[src/rtl/csr_pkg.sv]
// Shared constants and types for the machine-mode trap sequencer: CSR
// addresses, mstatus/mie bit positions, mcause codes and the sequencer states.
package csr_pkg;

    localparam logic [11:0] CSR_MSTATUS = 12'h300;
    localparam logic [11:0] CSR_MIE     = 12'h304;
    localparam logic [11:0] CSR_MEPC    = 12'h341;
    localparam logic [11:0] CSR_MCAUSE  = 12'h342;

    localparam int MSTATUS_MIE    = 3;
    localparam int MSTATUS_MPIE   = 7;
    localparam int MSTATUS_MPP_LO = 11;
    localparam int MSTATUS_MPP_HI = 12;

    localparam int MIE_MTIE = 7;
    localparam int MIE_MEIE = 11;

    localparam logic [31:0] CAUSE_M_EXT_IRQ   = 32'h8000_000B;
    localparam logic [31:0] CAUSE_M_TIMER_IRQ = 32'h8000_0007;
    localparam logic [31:0] CAUSE_ECALL_M     = 32'h0000_000B;

    typedef enum logic [3:0] {
        IDLE,
        RD_STATUS,
        RD_MIE,
        WR_MEPC,
        WR_MCAUSE,
        WR_STATUS,
        WR_STATUS_MRET,
        RD_MEPC,
        REDIRECT
    } state_e;

    // mstatus image written on trap entry: stash MIE into MPIE, disable, enter M-mode.
    function automatic logic [31:0] trap_entry_status(input logic [31:0] status);
        logic [31:0] s;
        s = status;
        s[MSTATUS_MPIE] = status[MSTATUS_MIE];
        s[MSTATUS_MIE]  = 1'b0;
        s[MSTATUS_MPP_HI:MSTATUS_MPP_LO] = 2'b11;
        return s;
    endfunction

    function automatic logic [31:0] mret_status(input logic [31:0] status);
        logic [31:0] s;
        s = status;
        s[MSTATUS_MIE]  = status[MSTATUS_MPIE];
        s[MSTATUS_MPIE] = 1'b1;
        s[MSTATUS_MPP_HI:MSTATUS_MPP_LO] = 2'b11;
        return s;
    endfunction

endpackage

[src/rtl/csr_trap_ctrl.sv]
// Machine-mode trap sequencer: saves/restores state through the CSR port on
// ecall, enabled interrupts and mret, then redirects fetch.
module csr_trap_ctrl
    import csr_pkg::*;
#(
    parameter logic [31:0] MTVEC    = 32'h0000_0100,
    parameter bit          VECTORED = 1'b0
) (
    input  logic        clk,
    input  logic        rst,
    input  logic        inst_valid,
    input  logic [31:0] pc_i,
    input  logic        ecall,
    input  logic        is_mret,
    input  logic        ext_irq,
    input  logic        timer_irq,
    output logic [11:0] csr_addr,
    output logic [31:0] csr_wdata,
    output logic        csr_rd,
    output logic        csr_wr,
    input  logic [31:0] csr_rdata,
    output logic        stall,
    output logic        flush,
    output logic        redirect,
    output logic [31:0] redirect_pc,
    output logic        busy
);

    state_e      r_state;
    state_e      w_next;
    logic [31:0] r_pc;
    logic [31:0] r_status;
    logic [31:0] r_cause;
    logic [31:0] r_mepc;
    logic        r_ecall;
    logic        r_ext;
    logic        r_timer;
    logic        trap_pending_q;

    logic        w_trigger;
    logic        w_cause_valid;
    logic [31:0] w_cause;
    logic [31:0] w_trap_pc;

    // Gated with rst so every output reads 0 while reset is held.
    assign w_trigger = rst & inst_valid & (is_mret | ecall | ext_irq | timer_irq);

    // Cause selection happens while mie is on the read bus (RD_MIE).
    always_comb begin
        w_cause_valid = 1'b1;
        w_cause       = '0;
        if (r_ext && r_status[MSTATUS_MIE] && csr_rdata[MIE_MEIE])
            w_cause = CAUSE_M_EXT_IRQ;
        else if (r_timer && r_status[MSTATUS_MIE] && csr_rdata[MIE_MTIE])
            w_cause = CAUSE_M_TIMER_IRQ;
        else if (r_ecall)
            w_cause = CAUSE_ECALL_M;
        else
            w_cause_valid = 1'b0;
    end

    assign w_trap_pc = (VECTORED && r_cause[31]) ? MTVEC + {r_cause[29:0], 2'b00} : MTVEC;

    // NOTE: every output and w_next gets a default up front so no path through
    // the case statement leaves a signal unassigned and infers a latch.
    always_comb begin
        w_next      = r_state;
        csr_addr    = '0;
        csr_wdata   = '0;
        csr_rd      = 1'b0;
        csr_wr      = 1'b0;
        stall       = 1'b0;
        flush       = 1'b0;
        redirect    = 1'b0;
        redirect_pc = '0;
        busy        = (r_state != IDLE);
        case (r_state)
            IDLE: begin
                stall = w_trigger;
                if (w_trigger) w_next = RD_STATUS;
            end
            RD_STATUS: begin
                stall    = 1'b1;
                csr_rd   = 1'b1;
                csr_addr = CSR_MSTATUS;
                w_next   = trap_pending_q ? RD_MIE : WR_STATUS_MRET;
            end
            RD_MIE: begin
                stall    = 1'b1;
                csr_rd   = 1'b1;
                csr_addr = CSR_MIE;
                w_next   = w_cause_valid ? WR_MEPC : IDLE;
            end
            WR_MEPC: begin
                stall     = 1'b1;
                csr_wr    = 1'b1;
                csr_addr  = CSR_MEPC;
                csr_wdata = r_pc & 32'hFFFF_FFFC;
                w_next    = WR_MCAUSE;
            end
            WR_MCAUSE: begin
                stall     = 1'b1;
                csr_wr    = 1'b1;
                csr_addr  = CSR_MCAUSE;
                csr_wdata = r_cause;
                w_next    = WR_STATUS;
            end
            WR_STATUS: begin
                stall     = 1'b1;
                csr_wr    = 1'b1;
                csr_addr  = CSR_MSTATUS;
                csr_wdata = trap_entry_status(r_status);
                w_next    = REDIRECT;
            end
            WR_STATUS_MRET: begin
                stall     = 1'b1;
                csr_wr    = 1'b1;
                csr_addr  = CSR_MSTATUS;
                csr_wdata = mret_status(r_status);
                w_next    = RD_MEPC;
            end
            RD_MEPC: begin
                stall    = 1'b1;
                csr_rd   = 1'b1;
                csr_addr = CSR_MEPC;
                w_next   = REDIRECT;
            end
            REDIRECT: begin
                redirect    = 1'b1;
                flush       = 1'b1;
                redirect_pc = trap_pending_q ? w_trap_pc : (r_mepc & 32'hFFFF_FFFC);
                w_next      = IDLE;
            end
            default: w_next = IDLE;
        endcase
    end

    // NOTE: state registers use non-blocking assignments so every flop samples
    // the pre-edge values regardless of statement order.
    always_ff @(posedge clk or negedge rst) begin
        if (!rst) begin
            r_state        <= IDLE;
            r_pc           <= '0;
            r_status       <= '0;
            r_cause        <= '0;
            r_mepc         <= '0;
            r_ecall        <= 1'b0;
            r_ext          <= 1'b0;
            r_timer        <= 1'b0;
            trap_pending_q <= 1'b0;
        end else begin
            r_state <= w_next;
            case (r_state)
                IDLE: if (w_trigger) begin
                    r_pc           <= pc_i;
                    r_ecall        <= ecall;
                    r_ext          <= ext_irq;
                    r_timer        <= timer_irq;
                    trap_pending_q <= ~is_mret;
                end
                RD_STATUS: r_status <= csr_rdata;
                RD_MIE:    r_cause  <= w_cause;
                RD_MEPC:   r_mepc   <= csr_rdata;
                default: ;
            endcase
        end
    end

endmodule

[config.mk]
export PLATFORM = sky130hd
export DESIGN_NAME = csr_trap_ctrl
export DESIGN_NICKNAME = d
export VERILOG_FILES = /design/src/rtl/csr_pkg.sv /design/src/rtl/csr_trap_ctrl.sv
export SDC_FILE = /design/constraint.sdc
export NUM_CORES = 1
export LEC_CHECK = 0
export BUFFER_PORTS_ARGS = -buffer_cell sky130_fd_sc_hd__buf_2
export CAP_MARGIN = 20
export CORE_MARGIN = 5
export CORE_UTILIZATION = 25
export CTS_CLUSTER_SIZE = 40
export DETAILED_ROUTE_END_ITERATION = 8
export PLACE_DENSITY_LB_ADDON = 0.25
export SYNTH_ARGS = -nofsm -noshare
export SYNTH_HDL_FRONTEND = slang
export SYNTH_SLANG_ARGS = --single-unit
[constraint.sdc]
create_clock -name clk -period 3.1 [get_ports clk]
set_input_delay 0.62 -clock clk [delete_from_list [all_inputs] [get_ports clk]]
set_output_delay 0.62 -clock clk [all_outputs]
set_load 0.005 [all_outputs]
# Yosys cells after proc, flatten, opt, wreduce, memory -nomap -nowiden
# Cells that the tools add are included.
# W data, S select, Z words.
[word_totals] elab_cells=55 output_inout_bits=82 inputBits=71 reg_bits=136
[op_classes] n_eq_ne=9 n_bitwise=6 n_reduce_logical=13 muxes=18
[ops] operator="$mux W32" count=4
[ops] operator="$pmux W32 S4" count=1
[ops] operator="$pmux W10 S4" count=1
[ops] operator="$pmux W4 S7" count=1
[ops] operator="$eq A4 B3 Y1 const B" count=4
[ops] operator="$eq A4 B2 Y1 const B" count=2
[ops] operator="$mux W4" count=2
[ops] operator="$reduce_or A7 Y1" count=1
[ops] operator="$mux W1" count=6
[ops] operator="$reduce_or A3 Y1" count=2
[ops] operator="$eq A4 B1 Y1 const B" count=1
[ops] operator="$eq A4 B4 Y1 const B" count=1
[ops] operator="$logic_and A1 B1 Y1" count=4
[ops] operator="$logic_not A4 Y1" count=1
[ops] operator="$reduce_bool A4 Y1" count=1
[ops] operator="$reduce_or A2 Y1" count=2
[ops] operator="$reduce_or A4 Y1" count=1
[ops] operator="$mux W3" count=1
[ops] operator="$or A1 B1 Y1" count=3
[ops] operator="$and A1 B1 Y1" count=2
[ops] operator="$mux W2" count=1
[ops] operator="$ne A2 B2 Y1 const B" count=1
[ops] operator="$pmux W1 S2" count=1
[ops] operator="$reduce_and A2 Y1" count=1
[ops] operator="$not A1 Y1" count=1

# Logic depth before layout (Yosys ltp)
# Gate-level depths: netlist (run 1).
[depth] ltp_word=6 ltp_mapped=6 ltp_nobuf=4

# Least setup slack after synthesis (run 1)
# OpenSTA, ideal clock, no wires.
[synth_path] path_kind="reg2out" start="register r_state[2]" end="output redirect_pc[21]" t_required_ns=2.480 path_stages_with_launch=7 path_buffers=3 slack_ns=0.891 arrival_ns=1.589 cell_sequence="dfrtp_1 clkbuf_1 nor3_1 and3_1 clkbuf_1 clkbuf_1 and2_1"
[synth_via] elab_chain_cells=2
[synth_rtl] element="from (decl)" line="csr_trap_ctrl.sv:29" rtl="state_e r_state;"
[synth_rtl] element="from (signal assigned)" line="csr_trap_ctrl.sv:152" rtl="r_state <= w_next;"
[synth_rtl] element="$eq A4 B4 Y1" line="csr_trap_ctrl.sv:77" rtl="case (r_state)"
[synth_rtl] element="$mux W32" line="csr_trap_ctrl.sv:77"
[synth_rtl] element="to (decl)" line="csr_trap_ctrl.sv:25" rtl="output logic [31:0] redirect_pc,"
# No other way between the ends.

# Worst setup path in the final report (run 1)
[layout_path] start="register r_state[3]" end="output redirect_pc[5]"
# Same word-level chain as after synthesis.

==> flow_summary.json, run 1 <==
{
  "status": "finished, final reports clean",
  "final-seq-area_um2": 2552,
  "cts_htree_levels": 3,
  "core_area_um2": 18580,
  "cts_inserted_buffers": 9,
  "dpl_worst_slack_ns": 0.6557,
  "timing.final.crit_share_pct": 89.32,
  "reg2reg_depth": 4,
  "area_growth_pct": 27.11,
  "routedWlPerCell_um": 17.10,
  "async_flop_share_pct": 100.0,
  "synth-edff-count": 0,
  "muxShareOfSynthArea_pct": 22.62,
  "yosys_warnings": 0,
  "cts_tree": "done",
  "hold_violations": 0,
  "slew_headroom_pct": 42.19,
  "power_density_nw_per_um2": 940.6,
  "via_per_inst": 4.535,
  "max_freq_mhz": 361.1,
  "drive_above_1_share_pct": 53.98,
  "critPathKind": "register to output port",
  "cts.sinks": 102,
  "ys_types": 43,
  "final.setup.tns_ns": 0,
  "post_cts_resized": 0,
  "min_path_type": "primary input to async pin",
  "setup_viol": 0,
  "synth_top_area_share_pct": 54.60,
  "synth-xor-area-share_pct": 0.3747,
  "cp-end-kind": "output port",
  "rows": 50,
  "power.net_switching_uw": 1764,
  "first_global_vias": 3594,
  "worst_pin_slew_ns": 0.8672,
  "startpoint_type": "register",
  "grt_max_degree": 68,
  "synth_area_leaders": "dfrtp_1 (55%), mux2_2 (22%), a22o_1 (5.1%), and2_1 (4.3%), buf_4 (1.6%)",
  "r2r_slack_ns": 0.80,
  "rsz0062_at_grt": "no",
  "combinationalPowerShare_pct": 36.0,
  "layout_common_cells": "buf_2 (141), dfrtp_1 (102), mux2_2 (93)",
  "finalCriticalPeriod_ns": 2.769,
  "dp_cells": 721,
  "synth-compound-area-share_pct": 8.003,
  "synth_top_area_cell": "dfrtp_1",
  "ys_seq_area_share_pct": 54.60,
  "first_iter_violations": 112,
  "dr_total_vias": 3338,
  "worst_slack_ns": 0.3310,
  "synth_top_family_by_area": "multiplexers",
  "clockBufferDepth": 2,
  "avgSynthCellArea_um2": 13.09,
  "p_int_uw": 3825,
  "syn-cell-area_um2": 4674,
  "drc": 0,
  "crit_family": "flip-flops",
  "die-area_um2": 21530,
  "r2r-start": "r_state[3]",
  "die_x_um": 146.7,
  "slowest_delay_ns": 0.79,
  "finalMaxSlewViolations": 0,
  "cts_hold_buffers": 0,
  "first_pass_iters": 4,
  "p_clk_share_pct": 20.1,
  "seqPwrFrac_pct": 43.9,
  "n_antenna_cell": 0,
  "ys_seq_elements": 102,
  "grtUsageTotal_pct": 11.87,
  "grt_pass1_wl_um": 20030,
  "nFillCells": 1891,
  "crit_chain": "and3_1, buf_12, and2_1, buf_2",
  "leakage_uw": 0.002873,
  "drt_wl_total_um": 12580,
  "clk_pin_slew_worst_paths_ns": 0.06,
  "final_core_util_pct": 31.98,
  "cts_setup_buffers": 0,
  "path_max_fanout": 23,
  "synthAdderAreaFrac_pct": 0,
  "maxCapViolations": 0,
  "switching_share_pct": 31.57,
  "clk_latency_ns": 0.35,
  "r2r_end": "r_pc[4]",
  "io_pins": 153,
  "antenna_found_initial": 0,
  "skew_ns": 0.003233,
  "synth-simple-area-share_pct": 9.770,
  "hpwl_um": 9112,
  "vdd_drop_max_mv": 0.2823,
  "cp.arrival_ns": 2.15,
  "cp.required_ns": 2.48,
  "clockRootBuffer": "clkbuf_16",
  "syn_inst": 357,
  "fin_cells": 736,
  "nets": 569,
  "multiInputGateArea_um2": 1952,
  "start_util_pct": 25.16,
  "drtAntennaViolNets": 0,
  "io_buffers": 142,
  "crit_buf_inv": 2,
  "gp_congestion": 0.7629,
  "synth_flop_cell": "dfrtp_1",
  "final_common_cell": "buf_2",
  "crit_path_top_delay_cell": "dfrtp_1",
  "grt_overflow": 0,
  "die_h_um": 146.7
}
worst register-to-register path: stages (launching register included):
cell and delay (ns):
dfrtp_1 0.63, or4_4 0.62, nor3b_4 0.21, buf_4 0.32, mux2_2 0.40
metal layers:
metal  vias up  part of all wire (%)  GRT usage [%]
li1       1535                     -              -
met1      1687                    43          14.45
met2       103                    49          19.96
met3        13                   6.8          3.486
met4         0                   1.5          4.374
met5         -                     0              0
registers in the layout, summed over array words and instances (netlist names):
name,count
r_status,30
r_timer,1
r_ext,1
r_ecall,1
r_mepc,30
trap_pending_q,1
r_pc,30
r_cause,4
r_state,4
logic make-up after synthesis:
kind of cell | Yosys count
XOR/XNOR | 2
other | 1
buffers and inverters | 37
flip-flops | 102
AND/OR/NAND/NOR | 74
multiplexers | 94
AO/OA/AOI/OAI | 47
cell usage after synthesis (all sizes together) (2+ instances only):
cell,instances
nor2,9
dfrtp,102
a22o,27
a21o,3
nor2b,2
nand2,7
nor3,3
nand2b,2
clkbuf,13
nand4b,2
nand3,5
a21oi,5
inv,2
or4,2
and2,32
buf,22
mux2,93
nor3b,2
and3b,3
o21ai,4
a221o,2
power by group through the flow:
stage / logic, uW / registers [uW] / clock network (uW)
finish: 2010 / 2450 / 1120
global route: 2230 / 2550 / 1220
CTS: 2070 / 2460 / 1180
detailed placement: 2060 / 2480 / 0
global placement: 2020 / 2440 / 0
floorplan: 1490 / 2270 / 0
worst max-delay path by stage:
stage,from,endpoint,slack [ns],cells past startpoint
after global placement,r_state[2],csr_wdata[31],0.67,5
after detailed placement,r_state[2],csr_wdata[31],0.66,5
after floorplan,r_state[2],redirect_pc[21],0.89,6
after CTS,r_state[2],csr_wdata[31],0.25,5
final,r_state[3],redirect_pc[5],0.33,4
after global routing,r_state[2],csr_wdata[31],0.07,5
through the flow:
stage               hold WS [ns]  cell area (um2)  total power (uW)
floorplan                 0.3244             4701              3757
global placement          0.4608             5650              4465
detailed placement        0.4584             5650              4543
CTS                       0.3735             5942              5710
global route              0.4060             5942              5994
finish                    0.3636             5942              5589
layout make-up:
cell class	count	share of cell area, %
clock inverters	3	0.7581
inverters	2	0.1263
flip-flops and latches	102	42.96
well taps	234	4.927
repair buffers	158	14.23
multi-input cells	225	32.85
clock buffers	12	4.148
(Power assumes the default switching activity.)
==> run 2, diff against run 1 <==
--- a/config.mk
+++ b/config.mk
@@ -8,7 +8,7 @@
 export BUFFER_PORTS_ARGS = -buffer_cell sky130_fd_sc_hd__buf_2
 export CAP_MARGIN = 20
 export CORE_MARGIN = 5
-export CORE_UTILIZATION = 25
+export CORE_UTILIZATION = 40
 export CTS_CLUSTER_SIZE = 40
 export DETAILED_ROUTE_END_ITERATION = 8
 export PLACE_DENSITY_LB_ADDON = 0.25
==> flow_summary.json, run 2 (synthesis results as in run 1) <==
{
  "dp_cells": 631,
  "final_common_cell": "buf_2",
  "die_h_um": 118.1,
  "nets": 570,
  "die_x_um": 118.1,
  "nFillCells": 1069,
  "design_area_um2": 5823,
  "max_freq_mhz": 360.1,
  "drt_wl_total_um": 11500,
  "drtAntennaViolNets": 0,
  "start_util_pct": 40.94,
  "routedWlPerCell_um": 17.78,
  "layout_common_cells": "buf_2 (141), dfrtp_1 (102), mux2_2 (93)",
  "power_density_nw_per_um2": 946.9,
  "slew_headroom_pct": 46.24,
  "reg2reg_depth": 4,
  "placed_area_um2": 5544,
  "antenna_found_initial": 0,
  "vdd_drop_max_mv": 0.4111,
  "status": "finished, final reports clean",
  "setup_viol": 0,
  "drc": 0,
  "timing.final.crit_share_pct": 89.58,
  "cp.required_ns": 2.48,
  "grtUsageTotal_pct": 16.89,
  "final.setup.tns_ns": 0,
  "r2r-start": "r_state[0]",
  "grt_pass1_wl_um": 19000,
  "skew_ns": 0.005915,
  "cp-end-kind": "output port",
  "cts_htree_levels": 3,
  "worst_pin_slew_ns": 0.7952,
  "cp.arrival_ns": 2.16,
  "hpwl_um": 8372,
  "gp_congestion": 0.8013,
  "area_growth_pct": 24.57,
  "io_pins": 153,
  "post_cts_resized": 0,
  "finalMaxSlewViolations": 0,
  "endpoint": "csr_wdata[0]",
  "finalCriticalPeriod_ns": 2.777,
  "first_pass_iters": 4,
  "dr_total_vias": 3329,
  "via_per_inst": 5.145,
  "fin_cells": 647,
  "dpl_worst_slack_ns": 0.7117,
  "grt_overflow": 0,
  "drive_above_1_share_pct": 54.17,
  "clk_pin_slew_worst_paths_ns": 0.07,
  "clockBufferDepth": 2,
  "core_area_um2": 11420,
  "r2r_end": "r_pc[12]",
  "rsz0062_at_grt": "no",
  "cts_tree": "done",
  "critPathKind": "register to output port",
  "maxCapViolations": 0,
  "worst_slack_ns": 0.3230,
  "hold_violations": 0,
  "io_buffers": 142,
  "startpoint_type": "register",
  "rows": 39,
  "clk_latency_ns": 0.34,
  "whs_ns": 0.1733,
  "grt_max_degree": 55,
  "path_max_fanout": 17,
  "cts_setup_buffers": 0,
  "die-area_um2": 13950,
  "r2r_slack_ns": 0.89,
  "leakage_uw": 0.002883,
  "reg.largest.list": "r_mepc x30, r_pc x30, r_status x30",
  "cts.sinks": 102,
  "first_iter_violations": 135,
  "min_path_type": "primary input to async pin",
  "first_global_vias": 3568,
  "cts_hold_buffers": 0,
  "cts_inserted_buffers": 9,
  "clockRootBuffer": "clkbuf_16",
  "n_antenna_cell": 0,
  "crit_start": "r_state[0]"
}
[run 2: changes by cell type in the layout (fill, tap and decap cells not counted)]
cell | previous run | this run
buf_4 | 16 | 17
bufinv_16 | 1 | 0
clkbuf_8 | 1 | 2
clkinv_2 | 0 | 2
clkinv_4 | 0 | 1
clkinvlp_4 | 2 | 0
[run 2: metrics by stage]
step / power [uW] / utilization (%)
after global placement: 4428 / 48.55
final: 5514 / 51.00
after CTS: 5593 / 51.00
after global routing: 5932 / 51.00
after detailed placement: 4514 / 48.55
after floorplan: 3757 / -
[run 2: how the worst min path moves through the flow]
stage	cells past startpoint	end	from
after detailed placement	1	r_cause[2]	r_cause[2]
after floorplan	0	r_cause[1]	rst
after global routing	1	r_status[7]	rst
after CTS	1	r_status[7]	rst
after global placement	1	r_cause[2]	r_cause[2]
final	1	r_status[7]	rst
[run 2: power breakdown]
part	switching, uW	total [uW]	leakage [uW]	internal [uW]
combinational	863	2040	0.00153	1180
clock	464	1050	0.000140	588
sequential	411	2420	0.00121	2010
[run 2: area by class of cell]
| type | count | area (um2) | share of cell area, % |
|---|---|---|---|
| inverter | 2 | 7.507 | 0.1289 |
| multi-input combinational | 225 | 1952 | 33.52 |
| timing repair buffer | 159 | 853.3 | 14.65 |
| clock buffer | 13 | 260.3 | 4.469 |
| clock inverter | 3 | 18.77 | 0.3223 |
| tap | 143 | 178.9 | 3.073 |
| sequential | 102 | 2552 | 43.83 |
[run 2: worst max-delay path, cell delays in order, from the launching register on]
cell and delay [ns]:
dfrtp_1 0.56, nor4b_1 0.78, buf_4 0.25, a22o_1 0.14, buf_2 0.11
[run 2: per-layer routing]
layer	up-vias	wire length (um)	GRT usage, %
met3	5	1013	6.872
met2	105	5552	26.86
met4	0	59	4.373
met5	-	0	0
met1	1677	4876	21.46
li1	1542	-	-
